## src/rtl/map_access_arbiter.sv

```systemverilog
// map_access_arbiter
//   Round-robin arbiter sharing the single-port map/terrain RAM among N
//   game-object requesters. Each grant reads the addressed map cell and
//   answers with a one-cycle ACK or NACK pulse:
//     query (req_type=0): ACK if the cell is free.
//     claim (req_type=1): ACK if the cell is free (owner ID is written) or
//                         already owned by the requester; NACK otherwise.
//   Cell encoding: 0 = free, k = owned by requester k-1.
//
// Ports:
//   clk          system clock, rising edge
//   rst          synchronous active-low reset
//   req          per-requester request level
//   req_type     per-requester type (0=query, 1=claim)
//   req_content  per-requester 8-bit cell address, requester i at [8i+7:8i]
//   ACK / NACK   one-hot, one-cycle response pulses
//   mem_en, mem_we, mem_addr, mem_wdata   map RAM command
//   mem_rdata    map RAM read data, valid one cycle after mem_en
//   busy         high while a transaction is in flight
//   grant_id     index of current or last granted requester
//
// Optional build macro ARB_STATS_EN adds saturating 16-bit counters
//   nack_cnt (NACK pulses) and grant_cnt (transactions granted).

module map_access_arbiter #(
  parameter int N      = 4,
  parameter int ID_W   = 2,
  parameter int CELL_W = 4
) (
  input  logic              clk,
  input  logic              rst,
  input  logic [N-1:0]      req,
  input  logic [N-1:0]      req_type,
  input  logic [8*N-1:0]    req_content,
  output logic [N-1:0]      ACK,
  output logic [N-1:0]      NACK,
  output logic              mem_en,
  output logic              mem_we,
  output logic [7:0]        mem_addr,
  output logic [CELL_W-1:0] mem_wdata,
  input  logic [CELL_W-1:0] mem_rdata,
  output logic              busy,
  output logic [ID_W-1:0]   grant_id
`ifdef ARB_STATS_EN
  ,
  output logic [15:0]       nack_cnt,
  output logic [15:0]       grant_cnt
`endif
);

  localparam logic [1:0] IDLE = 2'd0;
  localparam logic [1:0] RD   = 2'd1;
  localparam logic [1:0] CHK  = 2'd2;
  localparam logic [1:0] RESP = 2'd3;

  localparam int unsigned NU = N;

  logic [1:0]        state;
  logic [ID_W-1:0]   ptr;
  logic [ID_W-1:0]   idx;
  logic              typ;

  logic              found;
  logic [ID_W-1:0]   win_idx;
  logic              win_type;
  logic [7:0]        win_addr;
  int unsigned       best;

  logic [CELL_W-1:0] own_val;
  logic              cell_free;
  logic              cell_own;
  logic [N-1:0]      idx_onehot;

  // Round-robin pick: each requester's distance from ptr+1 (mod N) is its
  // priority; smallest distance among active requests wins.
  always_comb begin
    found    = 1'b0;
    win_idx  = '0;
    win_type = 1'b0;
    win_addr = '0;
    best     = 0;
    for (int unsigned i = 0; i < NU; i++) begin
      int unsigned d;
      d = (i + NU - 1 - 32'(ptr)) % NU;
      if (req[i] && (!found || d < best)) begin
        found    = 1'b1;
        best     = d;
        win_idx  = ID_W'(i);
        win_type = req_type[i];
        win_addr = req_content[8*i +: 8];
      end
    end
  end

  always_comb begin
    own_val    = CELL_W'(idx) + CELL_W'(1);
    cell_free  = (mem_rdata == '0);
    cell_own   = (mem_rdata == own_val);
    idx_onehot = N'(1) << idx;
  end

  always_ff @(posedge clk) begin
    if (!rst) begin
      state     <= IDLE;
      ptr       <= '0;
      idx       <= '0;
      typ       <= 1'b0;
      ACK       <= '0;
      NACK      <= '0;
      mem_en    <= 1'b0;
      mem_we    <= 1'b0;
      mem_addr  <= '0;
      mem_wdata <= '0;
      busy      <= 1'b0;
      grant_id  <= '0;
`ifdef ARB_STATS_EN
      nack_cnt  <= '0;
      grant_cnt <= '0;
`endif
    end else begin
      ACK  <= '0;
      NACK <= '0;
      case (state)
        IDLE: begin
          if (found) begin
            idx      <= win_idx;
            typ      <= win_type;
            grant_id <= win_idx;
            mem_en   <= 1'b1;
            mem_addr <= win_addr;
            busy     <= 1'b1;
            state    <= RD;
`ifdef ARB_STATS_EN
            if (grant_cnt != '1) grant_cnt <= grant_cnt + 16'd1;
`endif
          end else begin
            busy <= 1'b0;
          end
        end
        RD: begin
          mem_en <= 1'b0;
          state  <= CHK;
        end
        CHK: begin
          if (cell_free || (typ && cell_own)) begin
            ACK <= idx_onehot;
            // Free cell on a claim: write the owner ID to the address still
            // held on mem_addr so it lands in the same cycle as the ACK.
            if (typ && cell_free) begin
              mem_en    <= 1'b1;
              mem_we    <= 1'b1;
              mem_wdata <= own_val;
            end
          end else begin
            NACK <= idx_onehot;
`ifdef ARB_STATS_EN
            if (nack_cnt != '1) nack_cnt <= nack_cnt + 16'd1;
`endif
          end
          state <= RESP;
        end
        default: begin
          mem_en <= 1'b0;
          mem_we <= 1'b0;
          busy   <= 1'b0;
          ptr    <= idx;
          state  <= IDLE;
        end
      endcase
    end
  end

endmodule

```

## config.mk

```make
export PLATFORM = sky130hd
export DESIGN_NAME = map_access_arbiter
export DESIGN_NICKNAME = d
export VERILOG_FILES = /design/src/rtl/map_access_arbiter.sv
export SDC_FILE = /design/constraint.sdc
export NUM_CORES = 1
export LEC_CHECK = 0
export CAP_MARGIN = 10
export CORE_MARGIN = 2
export CORE_UTILIZATION = 45
export CTS_BUF_LIST = sky130_fd_sc_hd__clkbuf_8
export DETAILED_ROUTE_END_ITERATION = 12
export GPL_ROUTABILITY_DRIVEN = 0
export GPL_TIMING_DRIVEN = 0
export PLACE_DENSITY_LB_ADDON = 0.12
export SLEW_MARGIN = 5
export SYNTH_ARGS = -nofsm -noshare
export SYNTH_HDL_FRONTEND = slang
export SYNTH_SLANG_ARGS = --single-unit
```

## constraint.sdc

```tcl
create_clock -name clk -period 13.8 [get_ports clk]
set_clock_uncertainty 0.1 [all_clocks]
set_input_delay 3.45 -clock clk [delete_from_list [all_inputs] [get_ports clk]]
set_output_delay 3.45 -clock clk [all_outputs]
set_load 0.01 [all_outputs]
```

==> results of run 1 <==
registers in the layout (all words and copies together) (netlist names):
signal	cells
ACK	4
NACK	4
busy	1
idx	2
mem_addr	8
mem_en	1
mem_wdata	3
mem_we	1
ptr	2
state	2
typ	1
worst max-delay path: cells and delay by family:
kind	cells	cell delay [ns]
compound gates	10	1.70
fa+ha+maj	3	0.77
buf+inv	4	1.47
simple gates	4	0.63
synth_stat cells (2+ instances only):
| master | n |
|---|---|
| xnor2_1 | 3 |
| clkbuf_1 | 2 |
| o21ai_0 | 5 |
| and2_1 | 8 |
| dfxtp_1 | 29 |
| mux2i_1 | 14 |
| inv_1 | 6 |
| nor3_1 | 2 |
| a21oi_1 | 8 |
| a22o_1 | 9 |
| buf_2 | 4 |
| a32oi_1 | 9 |
| nand2_1 | 4 |
| o21ai_1 | 9 |
| ha_1 | 11 |
| a21o_1 | 2 |
| nor2_1 | 10 |
| nor2b_1 | 8 |
layer usage:
metal / vias up / global-route usage (%)
met2: 57 / 41.36
li1: 755 / -
met1: 704 / 23.58
met5: - / 0
met3: 8 / 6.607
met4: 0 / 11.11
report_power, final:
group / total (W) / switching [W] / internal [W]
Combinational: 0.000120 / 0.0000556 / 0.0000642
Sequential: 0.000110 / 0.0000121 / 0.0000982
Clock: 0.0000763 / 0.0000314 / 0.0000450
layout make-up:
cell class                 instances  area (um^2)  share of cell area, %
timing repair buffer              69        690.7                  28.56
clock inverter                     1        5.005                 0.2069
inverter                           6        22.52                 0.9312
buffer                             8        46.29                  1.914
clock buffer                       7        96.34                  3.983
multi-input combinational        122        919.6                  38.02
sequential                        29        580.6                  24.00
tap                               46        57.56                  2.380
logic make-up after synthesis:
family | synth area share (%)
compound gates | 23.37
xor+xnor | 2.233
fa+ha+maj | 8.772
buf+inv | 4.386
flops | 37.00
mux | 8.931
other cells | 0.2390
simple gates | 15.07
metrics by stage:
| stage | power, W | instance area, um^2 | hold slack (ns) |
|---|---|---|---|
| global route | 0.0003265 | 2419 | 0.4017 |
| detailed placement | 0.0002317 | 2317 | 0.3654 |
| finish | 0.0003064 | 2419 | 0.3737 |
| CTS | 0.0003085 | 2419 | 0.3790 |
| global placement | 0.0002258 | 2317 | 0.3491 |
| floorplan | 0.0001781 | 1569 | 0.3772 |
how the worst max path moves through the flow:
stage	startpoint	to	slack [ns]	cells past startpoint
2_1_floorplan	req[0]	idx[1]$_SDFFE_PN0P_	6.74	19
3_3_place_gp	req[0]	mem_addr[3]$_SDFFE_PN0P_	5.73	21
3_5_place_dp	req[0]	idx[0]$_SDFFE_PN0P_	5.60	21
4_1_cts	req[0]	idx[0]$_SDFFE_PN0P_	5.85	21
5_1_grt	req[0]	typ$_SDFFE_PN0P_	5.50	21
6_report	req[0]	typ$_SDFFE_PN0P_	5.87	21
==> results.tsv, run 1 <==
stage	metric	value	unit
floorplanning	rows	21	
floorplanning	die-height	63.05	um
route	wl_met1	1.538	mm
clock_tree	insertion_delay	0.28	ns
floorplanning	dieArea	3975	um^2
critical_path	worstPathCellList	clkdlybuf4s50_1 > or2b_1 > ha_1 > a21o_1 > a21oi_1 > buf_2 > nor2_1 > a21oi_1 > ha_1 > and4b_1 > a22oi_4 > buf_2 > nor2_1 > a21o_1 > ha_1 > a21oi_1 > o21ai_0 > a41oi_1 > buf_2 > a32oi_1 > o21ai_1	
clock_tree	path_clk_slew	0.06	ns
logic_synthesis	async_reset_ff_share	0	%
logic_synthesis	synth_warnings	0	
placed_design	dp_hpwl	3.180	mm
logic_synthesis	postSynthAreaPerCell	9.509	um^2
critical_path	worstPathMaxFanout	10	
clock_tree	cts-hold-fix-buffers	0	
finish	fin_util	72.48	%
logic_synthesis	synth_top_area_share	37.00	%
route	first_pass_iters	4	
clock_tree	htree_levels	2	
floorplanning	initial_core_util	47.02	%
critical_path	r2r.worst_path.cells	20	
clock_tree	cts_buffers	5	
route	met3_length	295	um
logic_synthesis	synth_edf_count	0	
pwr	p_leak	1.007	nW
placed_design	place_worst_setup_slack	5.599	ns
critical_path	max_stage_delay	0.60	ns
route	wl_met2	2.211	mm
logic_synthesis	ys_top_cells_by_area	dfxtp_1 (37%), mux2i_1 (8.9%), ha_1 (8.8%)	
sta	slew_violations	0	
finish	final_nets	298	
route	drt-vias-per-instance	5.292	
grt	overflow	0	
logic_synthesis	synth-main-ff-cell	dfxtp_1	
logic_synthesis	netlist_area	1569	um^2
hold_path	worstHoldEndpoint	mem_addr[4]$_SDFFE_PN0P_	
floorplanning	pin_count	71	
sta	setup_viol	0	
clock_tree	clock_path_buffers	2	
hold_path	holdPathStages	2	
critical_path	path_class	input pin to register	
sta	rsz0062_at_grt	no	
outcome	outcome	complete, no violations	
sta	fin_crit_sh	57.43	%
route	wl_per_cell	14.30	um
logic_synthesis	yosys.area.top_type	dfxtp_1	
logic_synthesis	synth.distinct_cells	40	
sta	finalSetupTns	0	ns
critical_path	startpoint_type	input pin	
grt	grt_usage	22.70	%
placed_design	io_buffers	69	
grt	grt_max_degree	11	
critical_path	required	13.92	ns
clock_tree	cts_setup_buffers	0	
sta	fmax	126.2	MHz
grt	antenna_found_initial	0	
flow_run	max-cap-violations	0	
finish	layout.cells.most_common	clkdlybuf4s50_1	
finish	layout_common_cells	clkdlybuf4s50_1 (69), dfxtp_1 (29), mux2i_1 (14)	
critical_path	reg2reg_to	typ$_SDFFE_PN0P_	
clock_tree	cts.sink_count	29	
hold_path	min_from	mem_addr[4]$_SDFFE_PN0P_	
finish	drive_gt1_share	7.851	%
sta	tightest_slew	0.5264	ns
logic_synthesis	synth_nets	222	
route	highest_layer	met4	
pwr	p_per_area	126.7	nW/um^2
critical_path	cp-end-kind	register	
route	drc	0	
floorplanning	fp.dieW	63.05	um
sta	period_needed	7.926	ns
route	wl	4.118	mm
clock_tree	cts_resized	0	
sta	max-slew-margin-rel	64.58	%
critical_path	worstReg2RegStart	ptr[0]$_SDFFE_PN0N_	
sta	finalWorstSetupSlack	5.874	ns
finish	antenna_cells	0	
critical_path	crit_arrival	8.04	ns
sta	finalHoldViolations	0	
clock_tree	cts_tree	done	
critical_path	r2r_setup_slack	9.23	ns
placed_design	placed_cells	280	
route	num_vias	1524	
route	ant_nets	0	
critical_path	slowest_stage	clkdlybuf4s50_1	
clock_tree	clockRootBuffer	clkbuf_8	
finish	areaGrowthSynthToFinish	54.15	%
grt	grt_pass1_wl	7.113	mm
floorplanning	core_area	3337	um^2
hold_path	hold_class	register to register	
logic_synthesis	ys_seq_elements	29	
logic_synthesis	ys_seq_area_share	37.00	%
logic_synthesis	postSynthCellCount	165	
route	drt_iter0_markers	61	
finish	fillers	262	
pwr	max-vdd-ir-drop	59.33	uV
grt	grt_pass1_vias	1623	
finish	stdcell_count	288	
No activity file was read; power rests on OpenSTA's default activity.
==> run 2, diff against run 1 <==
--- a/config.mk
+++ b/config.mk
@@ -7,7 +7,7 @@
 export LEC_CHECK = 0
 export CAP_MARGIN = 10
 export CORE_MARGIN = 2
-export CORE_UTILIZATION = 45
+export CORE_UTILIZATION = 39
 export CTS_BUF_LIST = sky130_fd_sc_hd__clkbuf_8
 export DETAILED_ROUTE_END_ITERATION = 12
 export GPL_ROUTABILITY_DRIVEN = 0
==> constraint.sdc (replaced) <==
create_clock -name clk -period 6.4 [get_ports clk]
set_clock_uncertainty 0.1 [all_clocks]
set_input_delay 1.6 -clock clk [delete_from_list [all_inputs] [get_ports clk]]
set_output_delay 1.6 -clock clk [all_outputs]
set_load 0.01 [all_outputs]
==> run 2 against run 1 <==
  * Sequential cell count unchanged
  * Sequential share of layout area down 0.34 points
  * Routed wire length down 12%
  * Core utilization is 10 points lower
  * Count of clock-buffer cells in the layout down 1
  * Critical path depth unchanged
  * Combinational power rose by 110%
  * First-iteration DRC count shrank 52%
  * Sequential power grew 110%
  * Largest cell class unchanged
==> results.tsv, run 2 (synthesis results as in run 1) <==
stage	metric	value	unit
sta	rsz0062_at_grt	no	
route	ant_nets	0	
sta	finalSetupTns	0	ns
placed_design	post_dp_cell_area	2322	um^2
finish	largest_reg_flops	8	
clock_tree	path_clk_slew	0.06	ns
critical_path	critPathMostFrequentCell	a21oi_1	
sta	fin_crit_sh	92.99	%
finish	regMostFlops	mem_addr	
route	num_vias	1461	
route	drt-vias-per-instance	5.003	
hold_path	hold_class	register to register	
route	drt_iter0_markers	29	
finish	layout_common_cells	clkdlybuf4s50_1 (69), dfxtp_1 (29), mux2i_1 (14)	
critical_path	r2r_setup_slack	1.96	ns
grt	antenna_found_initial	0	
finish	areaGrowthSynthToFinish	56.38	%
placed_design	io_buffers	69	
floorplanning	die-height	67.43	um
clock_tree	cts_tree	done	
hold_path	worstHoldEndpoint	mem_en$_SDFFE_PN0P_	
placed_design	dp_hpwl	2.897	mm
grt	overflow	0	
finish	layout.cells.most_common	clkdlybuf4s50_1	
critical_path	worstPathCellList	clkdlybuf4s50_1 > or2b_1 > ha_1 > a21o_1 > a21oi_1 > clkbuf_4 > nor2_1 > a21oi_1 > ha_1 > and4b_1 > a22oi_4 > buf_4 > nor2_1 > a21o_1 > ha_1 > a21oi_1 > o21ai_0 > a41oi_2 > clkbuf_4 > a21oi_1 > a21oi_1	
pwr	p_per_area	279.0	nW/um^2
route	wl	3.632	mm
outcome	outcome	complete, no violations	
sta	setup_viol	0	
route	first_pass_iters	4	
critical_path	slowest_stage	clkdlybuf4s50_1	
clock_tree	htree_levels	2	
critical_path	crit_arrival	6.06	ns
clock_tree	cts-hold-fix-buffers	0	
route	drc	0	
pwr	p_leak	1.018	nW
sta	finalHoldViolations	0	
floorplanning	dieArea	4546	um^2
critical_path	required	6.51	ns
hold_path	holdPathStages	2	
clock_tree	clockRootBuffer	clkbuf_8	
route	wl_per_cell	12.44	um
critical_path	cp-end-kind	register	
finish	stdcell_area	2454	um^2
grt	grt_pass1_vias	1279	
sta	fmax	168.0	MHz
floorplanning	rows	23	
critical_path	worstPathMaxFanout	10	
grt	grt_pass1_wl	5.837	mm
floorplanning	pin_count	71	
critical_path	worstReg2RegStart	ptr[1]$_SDFFE_PN0N_	
hold_path	min_from	mem_en$_SDFFE_PN0P_	
grt	grt_max_degree	11	
critical_path	max_stage_delay	0.58	ns
critical_path	reg2reg_to	idx[0]$_SDFFE_PN0P_	
clock_tree	clock_path_buffers	2	
finish	fillers	351	
clock_tree	insertion_delay	0.28	ns
floorplanning	fp.dieW	67.43	um
critical_path	startpoint_type	input pin	
finish	reg_top3	mem_addr: 8 flops, ACK: 4 flops, NACK: 4 flops	
clock_tree	cts.sink_count	29	
grt	grt_usage	17.61	%
floorplanning	initial_core_util	39.80	%
finish	final_nets	298	
flow_run	max-cap-violations	0	
finish	antenna_cells	0	
critical_path	path_class	input pin to register	
pwr	max-vdd-ir-drop	152.2	uV
sta	slew_violations	0	
critical_path	r2r.worst_path.cells	20	
clock_tree	cts_buffers	5	
floorplanning	core_area	3943	um^2
sta	period_needed	5.951	ns
finish	drive_gt1_share	7.851	%
==> run 2: cell types whose count changed in the layout (fill, tap and decap cells not counted) <==
cell | before | now
clkbuf_8 | 7 | 6
clkinv_2 | 1 | 0
buf_2 | 4 | 1
a41oi_1 | 1 | 0
inv_1 | 6 | 7
bufinv_16 | 0 | 1
clkbuf_4 | 0 | 2
a41oi_2 | 0 | 1
buf_4 | 1 | 2
==> run 2: layout make-up <==
cell class	count	area (um^2)	share of cell area (%)
clock buffers	6	82.58	3.366
plain buffers	8	53.80	2.193
well taps	50	62.56	2.550
repair buffers	69	690.7	28.15
multi-input cells	122	927.1	37.79
flip-flops and latches	29	580.6	23.66
clock inverters	2	33.78	1.377
inverters	6	22.52	0.9179
==> run 2: power by group <==
part,switching (W),leakage (nW),internal (W)
combinational,0.000116,0.719,0.000140
clock,0.0000679,0.0626,0.000125
sequential,0.0000246,0.237,0.000212
==> run 2: repair_timing <==
action	4_1_cts	5_1_grt
gates resized for setup	0	5
setup endpoints to repair	0	11
buffers inserted	0	0
==> run 2: through the flow <==
| step | power, W | utilization [%] | hold slack, ns | cells | worst slack [ns] |
|---|---|---|---|---|---|
| floorplan | 0.0003841 | - | 0.3772 | 165 | 1.195 |
| global placement | 0.0004911 | 58.90 | 0.3544 | 284 | 0.05022 |
| detailed placement | 0.0004946 | 58.90 | 0.3576 | 284 | 0.04726 |
| CTS | 0.0006896 | 61.85 | 0.3730 | 292 | 0.3126 |
| global route | 0.0007294 | 62.23 | 0.3968 | 292 | 0.02250 |
| finish | 0.0006846 | 62.23 | 0.3655 | 292 | 0.4489 |
==> run 2: worst max path at each step <==
stage,start,endpoint,slack [ns],depth (start not counted)
after floorplan,req[0],idx[1]$_SDFFE_PN0P_,1.19,19
after global placement,req[0],mem_addr[1]$_SDFFE_PN0P_,0.05,21
after detailed placement,req[0],mem_addr[1]$_SDFFE_PN0P_,0.05,21
after CTS,req[0],idx[0]$_SDFFE_PN0P_,0.31,21
after global routing,req[0],mem_addr[5]$_SDFFE_PN0P_,0.02,21
final,req[0],idx[0]$_SDFFE_PN0P_,0.45,21
==> run 2: metal layers <==
| layer | share of wire [%] | vias up | global-route usage (%) |
|---|---|---|---|
| met1 | 43 | 661 | 21.52 |
| met5 | 0 | - | 0 |
| met4 | 1.0 | 0 | 6.888 |
| met3 | 5.3 | 4 | 6.333 |
| li1 | - | 753 | - |
| met2 | 50 | 43 | 28.22 |
==> run 2: worst max-delay path: cells and delay by family <==
kind                       cells  cell delay, ns
buffers and inverters          4            1.34
adders and majority gates      3            0.79
and+or+nand+nor                4            0.61
AOI/OAI and AO/OA             10            1.72
